$ cat config.mk
export PLATFORM = sky130hd
export DESIGN_NAME = param_bus_divider
export DESIGN_NICKNAME = d
export VERILOG_FILES = /design/src/rtl/param_bus_divider.sv
export SDC_FILE = /design/constraint.sdc
export NUM_CORES = 1
export LEC_CHECK = 0
export CAP_MARGIN = 30
export CORE_UTILIZATION = 58
export CTS_CLUSTER_DIAMETER = 80
export DETAILED_ROUTE_END_ITERATION = 8
export MAX_ROUTING_LAYER = met4
export PLACE_DENSITY = 0.86
export SYNTH_ARGS = -nofsm -noshare
export SYNTH_HDL_FRONTEND = slang
export SYNTH_SLANG_ARGS = --single-unit
$ cat constraint.sdc
create_clock -name clk -period 8.1 [get_ports clk]
set_input_delay 1.62 -clock clk [delete_from_list [all_inputs] [get_ports clk]]
set_output_delay 1.62 -clock clk [all_outputs]
set_load 0.01 [all_outputs]
$ cat src/rtl/param_bus_divider.sv
// Restoring divider fed and drained over a narrow bus: four-phase beat input,
// one quotient bit per cycle, pop-style beat output. Optional signed mode.
module param_bus_divider #(
  parameter int DATA_W = 16,
  parameter int BUS_W  = 8
) (
  input  logic             clk,
  input  logic             rst,
  input  logic             dataready,
  input  logic [BUS_W-1:0] Data_in,
  input  logic             sgn,
  input  logic             receiveData,
  output logic [BUS_W-1:0] Data_out,
  output logic             OutBuffFull,
  output logic             error,
  output logic             readyToAccept
);

  localparam int NB    = DATA_W / BUS_W;
  localparam int BEATS = 2 * NB;
  localparam int BCW   = $clog2(BEATS + 1);
  localparam int ICW   = $clog2(DATA_W + 1);
  localparam logic [BCW-1:0]    BEATS_C = BCW'(BEATS);
  localparam logic [DATA_W-1:0] MIN_NEG = {1'b1, {(DATA_W-1){1'b0}}};

  typedef enum logic [1:0] {S_LOAD, S_CALC, S_FIX, S_OUT} state_t;
  state_t state, state_nxt;

  logic [2*DATA_W-1:0]       op_sr;
  logic [2*DATA_W-BUS_W-1:0] out_sr;
  logic [BCW-1:0]            beat_cnt, out_cnt;
  logic [ICW-1:0]            iter_cnt;
  logic                      armed, sgn_l, neg_q, neg_r, special;
  logic [DATA_W-1:0]         rem, quo, dvs;

  logic [DATA_W-1:0] dividend, divisor, q_fix, r_fix;
  logic [DATA_W:0]   shifted, diff;
  logic              loaded, capture, div_zero, ovf, neg_d, neg_v, pop, last_pop;

  assign dividend = op_sr[DATA_W-1:0];
  assign divisor  = op_sr[2*DATA_W-1:DATA_W];
  assign loaded   = (state == S_LOAD) && (beat_cnt == BEATS_C);
  assign capture  = (state == S_LOAD) && !loaded && dataready && armed;
  assign div_zero = (divisor == '0);
  assign ovf      = sgn_l && (dividend == MIN_NEG) && (divisor == '1);
  assign neg_d    = sgn_l & dividend[DATA_W-1];
  assign neg_v    = sgn_l & divisor[DATA_W-1];
  assign pop      = (state == S_OUT) && receiveData && OutBuffFull;
  assign last_pop = pop && (out_cnt == BCW'(1));

  // The working partial remainder is one bit wider than the stored one; a
  // restored value is always below the divisor, so its top bit is zero.
  assign shifted = {rem, quo[DATA_W-1]};
  assign diff    = shifted - {1'b0, dvs};

  assign q_fix = (!special && neg_q) ? -quo : quo;
  assign r_fix = (!special && neg_r) ? -rem : rem;

  always_ff @(posedge clk or negedge rst) begin
    if (!rst) state <= S_LOAD;
    else      state <= state_nxt;
  end

  always_comb begin
    state_nxt = state;
    case (state)
      S_LOAD: if (loaded) state_nxt = (div_zero || ovf) ? S_FIX : S_CALC;
      S_CALC: if (iter_cnt == ICW'(1)) state_nxt = S_FIX;
      S_FIX:  state_nxt = S_OUT;
      S_OUT:  if (last_pop) state_nxt = S_LOAD;
      default: state_nxt = S_LOAD;
    endcase
  end

  always_ff @(posedge clk or negedge rst) begin
    if (!rst) begin
      op_sr         <= '0;
      out_sr        <= '0;
      beat_cnt      <= '0;
      out_cnt       <= '0;
      iter_cnt      <= '0;
      armed         <= 1'b1;
      sgn_l         <= 1'b0;
      neg_q         <= 1'b0;
      neg_r         <= 1'b0;
      special       <= 1'b0;
      rem           <= '0;
      quo           <= '0;
      dvs           <= '0;
      Data_out      <= '0;
      OutBuffFull   <= 1'b0;
      error         <= 1'b0;
      readyToAccept <= 1'b0;
    end else begin
      // Arming tracks dataready in every state so a beat held across an
      // operation is never taken twice, while a fresh one waits its turn.
      if (capture)         armed <= 1'b0;
      else if (!dataready) armed <= 1'b1;

      if (capture)                                     readyToAccept <= 1'b1;
      else if (!dataready || (state_nxt != S_LOAD))    readyToAccept <= 1'b0;

      case (state)
        S_LOAD: begin
          if (capture) begin
            op_sr    <= {Data_in, op_sr[2*DATA_W-1:BUS_W]};
            beat_cnt <= beat_cnt + BCW'(1);
            if (beat_cnt == '0) begin
              error <= 1'b0;
              sgn_l <= sgn;
            end
          end else if (loaded) begin
            beat_cnt <= '0;
            iter_cnt <= ICW'(DATA_W);
            special  <= div_zero || ovf;
            neg_q    <= neg_d ^ neg_v;
            neg_r    <= neg_d;
            rem      <= '0;
            if (div_zero) begin
              quo   <= '1;
              rem   <= dividend;
              error <= 1'b1;
            end else if (ovf) begin
              quo   <= MIN_NEG;
              error <= 1'b1;
            end else begin
              quo <= neg_d ? -dividend : dividend;
              dvs <= neg_v ? -divisor : divisor;
            end
          end
        end
        S_CALC: begin
          quo      <= {quo[DATA_W-2:0], ~diff[DATA_W]};
          rem      <= diff[DATA_W] ? shifted[DATA_W-1:0] : diff[DATA_W-1:0];
          iter_cnt <= iter_cnt - ICW'(1);
        end
        S_FIX: begin
          Data_out    <= q_fix[BUS_W-1:0];
          out_sr      <= {r_fix, q_fix[DATA_W-1:BUS_W]};
          out_cnt     <= BEATS_C;
          OutBuffFull <= 1'b1;
        end
        S_OUT: begin
          if (pop) begin
            if (out_cnt == BCW'(1)) begin
              OutBuffFull <= 1'b0;
            end else begin
              Data_out <= out_sr[BUS_W-1:0];
              out_sr   <= out_sr >> BUS_W;
              out_cnt  <= out_cnt - BCW'(1);
            end
          end
        end
        default: ;
      endcase
    end
  end

endmodule
; Yosys cells after proc, flatten, opt, wreduce, memory -nomap -nowiden
; Cells that the tools add are included.
[classes]
bitwise = 7
n_eq_ne = 15
muxes = 45
mul = 0
magnitude_cmp = 0
n_reduce_logical = 34
div_mod_pow = 0
shifts = 0
add_sub_neg = 8
[op_table]
columns = op, n
row1 = 16-bit 2-to-1 mux, 12
row2 = 16-bit negation, 4
row3 = 16-bit one-hot mux with 2 select lines, 2
row4 = 24-bit 2-to-1 mux, 2
row5 = 24-bit one-hot mux with 2 select lines, 1
row6 = "16-bit == test, second input constant", 2
row7 = 17-bit by 16-bit subtractor with 17-bit output, 1
row8 = 16-bit logical NOT, 1
row9 = 8-bit 2-to-1 mux, 2
row10 = 8-bit one-hot mux with 2 select lines, 1
row11 = 3-bit AND reduction, 5
row12 = 3-bit 2-to-1 mux, 4
row13 = 1-bit logical AND, 11
row14 = 1-bit 2-to-1 mux, 11
row15 = 5-bit 2-to-1 mux, 2
row16 = 5-bit one-hot mux with 2 select lines, 1
row17 = 2-bit nonzero test, 5
row18 = 2-bit 2-to-1 mux, 4
row19 = "2-bit inequality test, second input constant", 4
row20 = 2-bit one-hot mux with 4 select lines, 1
row21 = "2-bit by 1-bit inequality test with 1-bit output, second input constant", 3
row22 = 3-bit one-hot mux with 2 select lines, 1
row23 = "5-bit by 1-bit == test with 1-bit output, second input constant", 1
row24 = 5-bit AND reduction, 1
row25 = other kinds (18), 27
[totals]
output_inout_bits = 11
wordCells = 127
romBits = 0
memories = 0
mem_bits_rw = 0
register_bits = 133
latchBits = 0

; Depth between registers and ports, before layout
; Gate-level depths: netlist (run 1).
[depth]
depth_word = 11
mapped_depth = 11
ltp_nobuf = 10

; Least setup slack after synthesis (run 1)
; OpenSTA, ideal clock, no wires.
[synth_path]
kind = input to register
from = input receiveData
to = register Data_out[3]
setup_time_ps = 135
setup_slack_ps = 5364
t_arrival_ps = 2601
stages = 7
required_ps = 7965
n_path_buf = 2
path_cell_list = nand2_1 -> nor3_1 -> nor2_1 -> clkbuf_1 -> buf_1 -> nand2_1 -> o21ai_0
[synth_via]
elab_chain_cells = 4
[synth_rtl]
columns = element, line
row1 = "start, declared", 12  ; input logic receiveData,
row2 = 1-bit logical AND (2 in series), 48  ; assign pop = (state == S_OUT) && receiveData && OutBuffFull;
row3 = 2-bit inequality test (no source line), -
row4 = 3-bit AND reduction (no source line), -
row5 = "end signal, assigned", 138  ; Data_out <= q_fix[BUS_W-1:0];
row6 = "end signal, assigned", 148  ; Data_out <= out_sr[BUS_W-1:0];
row7 = "end, declared", 13  ; output logic [BUS_W-1:0] Data_out,
; Every way passes these cells.
; A chain may end at the register's enable or synchronous reset.

; Final worst setup path (run 1)
[layout_path]
from = register OutBuffFull
to = output OutBuffFull
[layout_lines]
columns = element, line
row1 = "start, declared", 14  ; output logic OutBuffFull,
row2 = "start signal, assigned", 91  ; OutBuffFull <= 1'b0;
row3 = "start signal, assigned", 141  ; OutBuffFull <= 1'b1;
row4 = "start signal, assigned", 146  ; OutBuffFull <= 1'b0;
; No word-level cell between the ends.

==> results.sh, run 1 <==
export IMPL_hold_start="out_sr[2]"
export IMPL_synthCells=918
export IMPL_cp_required_ps=6480
export IMPL_grt_pass1_vias=6605
export IMPL_yosys_warnings=0
export IMPL_grt_max_degree=53
export IMPL_setup_viol=0
export IMPL_outcome="finished clean"
export IMPL_final_util_pct=66.6
export IMPL_slew_limit_headroom_pct=36.0
export IMPL_timing_rr_start="quo[15]"
export IMPL_track_usage_pct=30.5
export IMPL_synth_edff_count=0
export IMPL_synth_top_area_share_pct=41.0
export IMPL_path_clk_slew_ps=60
export IMPL_cts_setup_buffers=0
export IMPL_cts_resized=0
export IMPL_yosysMostFrequentCell="nand2_1"
export IMPL_fmax_mhz=333
export IMPL_die_w_um=120
export IMPL_cp_arrival_ps=1380
export IMPL_initial_core_util_pct=60.2
export IMPL_cts_root_buffer="clkbuf_16"
export IMPL_rows=42
export IMPL_final_hold_viol_count=0
export IMPL_drt_iter0_drc=532
export IMPL_synthTopCellsByCount="156 x nand2_1, 132 x dfrtp_1, 66 x o21ai_0"
export IMPL_synth_area_top_cells="dfrtp_1 41%, nand2_1 7.3%, ha_1 4.2%, o21ai_0 4.1%, a21oi_1 4.0%"
export IMPL_ctsHoldBuffers=0
export IMPL_insertion_delay_ps=430
export IMPL_ant_nets=0
export IMPL_ys_ff_latch=133
export IMPL_place_ws_ps=4810
export IMPL_htreeDepth=4
export IMPL_cp_max_fo=4
export IMPL_grt_ovfl_total=0
export IMPL_area_delta_synth_final_pct=10.8
export IMPL_rsz0062_at_grt="no"
export IMPL_hp_class="reg -> reg"
export IMPL_maxCapViolations=0
export IMPL_drive_gt1_share_pct=9.49
export IMPL_yosysSeqAreaShare_pct=41.3
export IMPL_dp_cells=1071
export IMPL_critPathBufInv=1
export IMPL_yosys_area_top_type="dfrtp_1"
export IMPL_worst_slack_ps=5100
export IMPL_cts_buffers=17
export IMPL_fin_crit_ps=3000
export IMPL_port_buffer_count=23
export IMPL_antenna_found_initial=0
export IMPL_drt_total_wl_mm=19.9
export IMPL_post_dp_cell_area_um2=8340
export IMPL_worst_pin_slew_ps=953
export IMPL_antenna_cells=0
export IMPL_die_area_um2=14400
export IMPL_final_setup_skew_ps=8.28
export IMPL_cts_sinks=133
export IMPL_vias=6787
export IMPL_slew_violations=0
export IMPL_hpwl_mm=13.6
export IMPL_finish_instance_area_um2=8930
export IMPL_min_period_over_period_pct=37.1
export IMPL_power_density_nw_per_um2=437
export IMPL_syn_cell_area_um2=8060
export IMPL_path_cells="clkdlybuf4s50_1"
export IMPL_cp_startpoint="OutBuffFull"
export IMPL_ys_async_sr_fraction_pct=100
export IMPL_avgSynthCellArea_um2=8.78
export IMPL_ys_types=74
export IMPL_drcViolationCount=0
export IMPL_p_leak_uw=0.00406
export IMPL_dr_pass1_iters=5
export IMPL_final_cells=1103
export IMPL_ys_dominant_reg_cell="dfrtp_1"
export IMPL_ir_drop_v=0.000299
export IMPL_cpMaxStageDelayCell="clkdlybuf4s50_1"
export IMPL_critical_path_top_delay_family="buffers and inverters"
export IMPL_synth_nets=959
export IMPL_fin_tns_setup_ps=0
export IMPL_worst_setup_path_end_kind="output pin"
export IMPL_core_area_um2=13400
export IMPL_cts_root_to_sink_buffers=2
export IMPL_pin_count=24
export IMPL_gp_congestion=0.935
export IMPL_start_kind="register"
export IMPL_dieHeight_um=120
export IMPL_worst_setup_path_type="reg -> out"
export IMPL_grt_pass1_wl_mm=33.1
export IMPL_routed_via_density=6.15
export IMPL_layout_nets=955
export IMPL_max_stage_delay_ps=550
export IMPL_wire_per_inst_um=18.1
export IMPL_cts_tree="built"
registers in the layout, summed over array words and instances (netlist names):
signal,flops
op_sr,32
out_sr,24
dvs,16
quo,16
rem,16
Data_out,8
iter_cnt,5
beat_cnt,3
out_cnt,3
state,2
OutBuffFull,1
armed,1
error,1
neg_q,1
neg_r,1
readyToAccept,1
sgn_l,1
special,1
cells in the final DEF (no fill, tap or decap), types with 5 or more instances in the layout:
cell / n
o21ai_0: 66
or3_1: 6
xor2_1: 33
buf_4: 8
a31oi_1: 11
a221oi_1: 7
ha_1: 27
nor2b_1: 8
nor4_1: 5
a21oi_2: 9
nand2b_1: 13
nor2_1: 58
o211ai_1: 6
a21oi_1: 65
nand4_1: 5
nand2_1: 156
o21ai_1: 18
inv_1: 41
o41ai_1: 5
nor3_1: 10
and3_1: 10
o31ai_1: 8
o22ai_1: 9
xnor2_1: 35
nand3_1: 17
nor2_2: 11
a21o_1: 5
mux2i_1: 15
clkdlybuf4s50_1: 22
clkbuf_16: 17
dfrtp_1: 132
a22oi_1: 12
area by class of cell:
class	count	area, µm²
fill	1067	4470
multi-input combinational	689	4320
inverter	41	154
tap	176	220
timing repair buffer	32	319
clock inverter	12	130
clock buffer	20	457
sequential	133	3330
worst paths after layout:
| check | to | slack (ps) | cells after the start |
|---|---|---|---|
| max | OutBuffFull | 5100 | 1 |
| min | out_sr[2] | 470 | 1 |
| max reg2reg | rem[11] | 5110 | 10 |
| min reg2reg | out_sr[2] | 470 | 1 |
| max in group asynchronous | op_sr[28] | 5830 | 2 |
| min in group asynchronous | quo[5] | 1190 | 1 |
layer usage:
metal,GRT usage [%],vias to the layer above,wire (µm)
met5,-,-,0
met4,13.3,0,543
met3,6.75,56,1400
met2,46.8,275,9310
met1,39.0,3262,8670
li1,-,3194,-
kinds of logic after synthesis:
| kind of cell | synth area share, % |
|---|---|
| AO/OA/AOI/OAI | 19.3 |
| XOR/XNOR | 7.73 |
| adder cells (fa/ha/maj) | 4.44 |
| buffers and inverters | 5.26 |
| flip-flops | 41.3 |
| multiplexers | 2.42 |
| AND/OR/NAND/NOR | 19.6 |
where the power goes:
part | switching, µW | internal, µW
Combinational | 1140 | 822
Clock | 293 | 468
Sequential | 286 | 902
Total | 1710 | 2190
through the flow:
stage	hold WS [ps]	power [µW]
after CTS	473	3880
after floorplan	444	2670
after global placement	455	3020
after global routing	495	4160
final	473	3910
after detailed placement	460	3100
Power figures use the tool's default switching activity.
==> run 2: changes to the inputs <==
Settings changed: CORE_UTILIZATION 58 to 56.
Clock period 8.1 ns to 2.54 ns, I/O delays scaled along.
==> run 2 against run 1 <==
The run now ends with setup timing left. Highest routed layer unchanged. Cell count is 6.0% higher. Largest cell class unchanged. Sequential power grew to 3.0 times the previous value. Total power grew to 3.6 times the previous value.
==> results.sh, run 2 (synthesis results as in run 1) <==
export IMPL_largest_register="op_sr"
export IMPL_die_area_um2=14900
export IMPL_final_setup_skew_ps=10.1
export IMPL_dieHeight_um=122
export IMPL_worst_setup_path_type="reg -> reg"
export IMPL_layout_nets=1018
export IMPL_pin_count=24
export IMPL_min_period_over_period_pct=101
export IMPL_final_hold_viol_count=0
export IMPL_cts_root_to_sink_buffers=2
export IMPL_cts_buffers=17
export IMPL_rsz0062_at_grt="yes"
export IMPL_die_w_um=122
export IMPL_vias=7178
export IMPL_ir_drop_v=0.000773
export IMPL_wire_per_inst_um=18.3
export IMPL_critical_path_top_delay_family="compound AO/OA/AOI/OAI gates"
export IMPL_port_buffer_count=23
export IMPL_p_leak_uw=0.00442
export IMPL_htreeDepth=4
export IMPL_drt_iter0_drc=705
export IMPL_max_stage_delay_ps=410
export IMPL_ctsHoldBuffers=0
export IMPL_final_cell_mix="156 x nand2_1, 132 x dfrtp_1, 65 x buf_4"
export IMPL_path_clk_slew_ps=60
export IMPL_final_cells=1169
export IMPL_cts_sinks=133
export IMPL_core_area_um2=14000
export IMPL_post_dp_cell_area_um2=8800
export IMPL_power_density_nw_per_um2=1460
export IMPL_worst_slack_ps=-20.8
export IMPL_cts_root_buffer="clkbuf_16"
export IMPL_hpwl_mm=14.5
export IMPL_path_cells="ha_4 > fa_2 > nand2b_4 > a211oi_4 > o211ai_2 > a21oi_4 > xnor2_4 > mux2_1 > o221ai_1"
export IMPL_dr_pass1_iters=7
export IMPL_slew_violations=0
export IMPL_critPathBufInv=0
export IMPL_cts_tree="built"
export IMPL_finish_instance_area_um2=9570
export IMPL_rows=43
export IMPL_dp_cells=1130
export IMPL_largestRegisters="op_sr: 32 flops, out_sr: 24 flops"
export IMPL_grt_ovfl_total=0
export IMPL_cp_max_fo=8
export IMPL_drive_gt1_share_pct=16.3
export IMPL_grt_pass1_wl_mm=34.5
export IMPL_outcome="complete, but fails checks"
export IMPL_antenna_cells=0
export IMPL_setup_viol=1
export IMPL_cp_arrival_ps=2900
export IMPL_routed_via_density=6.14
export IMPL_hp_class="in -> async"
export IMPL_track_usage_pct=31.4
export IMPL_fmax_mhz=390
export IMPL_grt_pass1_vias=6964
export IMPL_ant_nets=0
export IMPL_final_util_pct=68.4
export IMPL_cp_required_ps=2880
export IMPL_insertion_delay_ps=440
export IMPL_area_delta_synth_final_pct=18.7
export IMPL_final_common_cell="nand2_1"
export IMPL_fin_crit_ps=2560
export IMPL_worst_pin_slew_ps=860
export IMPL_gp_congestion=0.947
export IMPL_violations="setup timing"
export IMPL_antenna_found_initial=0
export IMPL_start_kind="register"
export IMPL_worst_setup_path_end_kind="register"
export IMPL_largest_reg_flops=32
export IMPL_grt_max_degree=48
export IMPL_drt_total_wl_mm=21.4
export IMPL_drcViolationCount=0
export IMPL_slew_limit_headroom_pct=42.7
export IMPL_cpMaxStageDelayCell="dfrtp_1"
export IMPL_maxCapViolations=0
export IMPL_initial_core_util_pct=57.6
[run 2: cell types whose count changed in the layout (fill, tap and decap cells not counted), sizes merged]
cell      delta
clkinv       -5
bufinv       +2
clkinvlp     -2
buf         +63
inv          +1
clkbuf       +3
[run 2: final timing paths]
check | start | to | slack (ps) | cells after the start
hold / removal | rst | Data_out[4] | 60 | 1
hold reg to reg | error | error | 480 | 2
max in group asynchronous | rst | armed | 1800 | 2
setup reg to reg | dvs[0] | rem[1] | -20 | 9
min in group clk | error | error | 480 | 2
setup / recovery | dvs[0] | rem[1] | -20 | 9
[run 2: layout make-up]
cell class,instances,area [µm²]
multi-input combinational,689,4400
tap,180,225
timing repair buffer,95,842
sequential,133,3330
clock buffer,23,468
clock inverter,8,148
inverter,41,154
fill,1035,4420
[run 2: repair_timing]
item,4_1_cts,5_1_grt
setup endpoints to repair,15,19
cloned,0,0
buffers inserted,4,4
pin swaps,10,16
resized for setup,10,13
[run 2: through the flow]
step	hold WS, ps	setup TNS, ps	power (µW)	setup WS, ps
after floorplan	212	0	8550	0.453
after detailed placement	466	-1060	10700	-107
final	62.8	-20.8	14000	-20.8
after global routing	108	-844	14800	-131
after CTS	82.0	-311	13600	-49.3
after global placement	454	-127	10400	-28.1
[run 2: metal layers]
| metal | global-route usage, % | wire (µm) | up-vias |
|---|---|---|---|
| li1 | - | - | 3313 |
| met1 | 38.2 | 8760 | 3437 |
| met2 | 49.9 | 10200 | 363 |
| met3 | 7.21 | 1700 | 65 |
| met4 | 13.8 | 694 | 0 |
| met5 | - | 0 | - |
[run 2: power breakdown]
part | internal [µW] | total [µW] | switching (µW) | leakage [µW]
Combinational | 3510 | 7810 | 4300 | 0.00242
Clock | 1690 | 2610 | 923 | 0.000302
Sequential | 2880 | 3560 | 685 | 0.00170
==> run 3: changes to the inputs <==
Settings changed: SETUP_SLACK_MARGIN set to 0.5.
==> run 3 against run 2 <==
The flow still finishes with violations (setup timing). Core utilization rose by 5.1 points. Sequential power rose by 2%. Cell count rose by 2.5%. Final area rose by 7.4%. Clock power fell by 6%. Combinational power rose by 20%. Wire length rose by 14%. Die area did not move. Via count rose by 5.7%. Maximum frequency fell by 4.5%. Non-clock buffer count rose by 26. Critical path type unchanged. Highest routed layer unchanged.
==> results.sh, run 3 (synthesis results as in run 1) <==
export IMPL_dr_pass1_iters=6
export IMPL_initial_core_util_pct=57.6
export IMPL_grt_pass1_vias=7215
export IMPL_fin_tns_setup_ps=-274
export IMPL_drive_gt1_share_pct=24.0
export IMPL_cp_required_ps=2830
export IMPL_hpwl_mm=14.5
export IMPL_worst_pin_slew_ps=874
export IMPL_path_clk_slew_ps=60
export IMPL_htreeDepth=4
export IMPL_cts_root_buffer="clkbuf_16"
export IMPL_switching_share_pct=43.5
export IMPL_final_cell_mix="150 x nand2_1, 129 x dfrtp_1, 70 x buf_4"
export IMPL_worst_slack_ps=-141
export IMPL_r2r_slack_ps=-140
export IMPL_final_setup_skew_ps=6.83
export IMPL_fin_crit_ps=2680
export IMPL_cp_max_fo=6
export IMPL_ctsHoldBuffers=0
export IMPL_switchingPower_uw=6740
export IMPL_seq_power_share_pct=23.5
export IMPL_gp_congestion=0.983
export IMPL_largestRegisters="op_sr: 32 flops, out_sr: 24 flops"
export IMPL_antenna_found_initial=0
export IMPL_maxCapViolations=0
export IMPL_timing_rr_start="quo[15]"
export IMPL_p_comb_share_pct=60.7
export IMPL_rows=43
export IMPL_start_kind="register"
export IMPL_r2r_end="rem[3]"
export IMPL_critical_path_top_delay_family="compound AO/OA/AOI/OAI gates"
export IMPL_grt_pass1_wl_mm=36.1
export IMPL_cp_num_cells=11
export IMPL_finish_instance_area_um2=10300
export IMPL_slew_violations=0
export IMPL_cts_buffers=17
export IMPL_final_common_cell="nand2_1"
export IMPL_path_cells="inv_2 > ha_4 > fa_2 > nand2b_4 > a211oi_4 > o211ai_2 > a21oi_4 > xnor2_4 > buf_6 > mux2i_1 > o22ai_1"
export IMPL_core_area_um2=14000
export IMPL_cp_arrival_ps=2970
export IMPL_vias=7587
export IMPL_post_dp_cell_area_um2=8800
export IMPL_ff2ff_path_depth=11
export IMPL_cpMaxStageDelayCell="dfrtp_1"
export IMPL_slew_limit_headroom_pct=41.7
export IMPL_fmax_mhz=373
export IMPL_largest_register="op_sr"
export IMPL_final_hold_viol_count=0
export IMPL_outcome="complete, but fails checks"
export IMPL_min_period_over_period_pct=106
export IMPL_worst_setup_path_type="reg -> reg"
export IMPL_track_usage_pct=32.7
export IMPL_grt_ovfl_total=0
export IMPL_antenna_cells=0
export IMPL_pin_count=24
export IMPL_area_delta_synth_final_pct=27.4
export IMPL_pwr_share_clk_pct=15.8
export IMPL_ir_drop_v=0.000751
export IMPL_worst_setup_path_end_kind="register"
export IMPL_wire_per_inst_um=20.3
export IMPL_hp_class="in -> async"
export IMPL_cts_sinks=133
export IMPL_setup_viol=9
export IMPL_violations="setup timing"
export IMPL_cts_tree="built"
export IMPL_crit_end="rem[3]"
export IMPL_die_w_um=122
export IMPL_cts_root_to_sink_buffers=2
export IMPL_critPathBufInv=2
export IMPL_cp_startpoint="quo[15]"
export IMPL_power_density_nw_per_um2=1510
export IMPL_port_buffer_count=23
export IMPL_drcViolationCount=0
export IMPL_largest_reg_flops=32
export IMPL_p_int_uw=8760
export IMPL_die_area_um2=14900
export IMPL_fillCellCount=917
export IMPL_drt_iter0_drc=818
export IMPL_drt_total_wl_mm=24.4
export IMPL_dieHeight_um=122
export IMPL_p_leak_uw=0.00466
export IMPL_max_stage_delay_ps=370
export IMPL_ant_nets=0
export IMPL_insertion_delay_ps=430
export IMPL_hold_ws_ps=15.8
export IMPL_grt_max_degree=52
export IMPL_layout_nets=1046
export IMPL_rsz0062_at_grt="yes"
export IMPL_routed_via_density=6.33
==> run 3: cell count changes in the layout (fill, tap and decap cells not counted), moves of 8 or more <==
cell | before | now
nor2_4 | 0 | 14
o21ai_0 | 62 | 53
nor2_2 | 11 | 3
buf_6 | 3 | 20
a21oi_1 | 63 | 55
==> run 3: layer usage <==
| layer | wire, µm | global-route usage (%) | vias up | share of wire, % |
|---|---|---|---|---|
| met5 | 0 | - | - | 0 |
| met4 | 1140 | 15.4 | 0 | 4.7 |
| met3 | 1820 | 6.13 | 132 | 7.5 |
| met2 | 11800 | 52.3 | 417 | 48 |
| met1 | 9650 | 40.0 | 3666 | 40 |
| li1 | - | - | 3372 | - |
==> run 3: per-stage QoR <==
step | utilization, % | power, µW | instances | worst slack, ps
after floorplan | - | 8620 | 918 | 66.2
after global placement | 62.9 | 10500 | 1131 | 0.652
after detailed placement | 62.9 | 10700 | 1131 | -70.6
after CTS | 70.7 | 14100 | 1182 | -13.8
after global routing | 73.4 | 16300 | 1198 | -236
final | 73.4 | 15500 | 1198 | -141
==> run 3: final cells by class <==
| type | count | area (µm²) | share of cell area, % |
|---|---|---|---|
| clock buffers | 19 | 453 | 4.41 |
| multi-input cells | 691 | 4810 | 46.9 |
| flip-flops and latches | 133 | 3330 | 32.4 |
| clock inverters | 13 | 133 | 1.29 |
| well taps | 180 | 225 | 2.19 |
| inverters | 41 | 156 | 1.52 |
| repair buffers | 121 | 1160 | 11.3 |
==> run 3: worst min path at each step <==
stage	start	to	cells past startpoint
after detailed placement	out_sr[1]	out_sr[1]	2
after global routing	rst	out_cnt[2]	1
after global placement	out_sr[2]	out_sr[2]	1
after CTS	rst	out_cnt[2]	1
after floorplan	rst	Data_out[0]	0
final	rst	Data_out[4]	1
==> run 3: timing repair <==
action	CTS	global route
pin swaps	31	37
endpoints found under the hold margin	0	0
buffers inserted	15	15
cloned	4	1
resized for setup	61	69
setup endpoints to repair	56	95
==> run 3: power groups by stage <==
stage / Combinational [µW] / Sequential, µW / Clock, µW
3_3_place_gp: 6920 / 3540 / 0
5_1_grt: 10100 / 3700 / 2560
2_1_floorplan: 5190 / 3430 / 0
6_report: 9400 / 3640 / 2450
3_5_place_dp: 7120 / 3580 / 0
4_1_cts: 8110 / 3590 / 2450
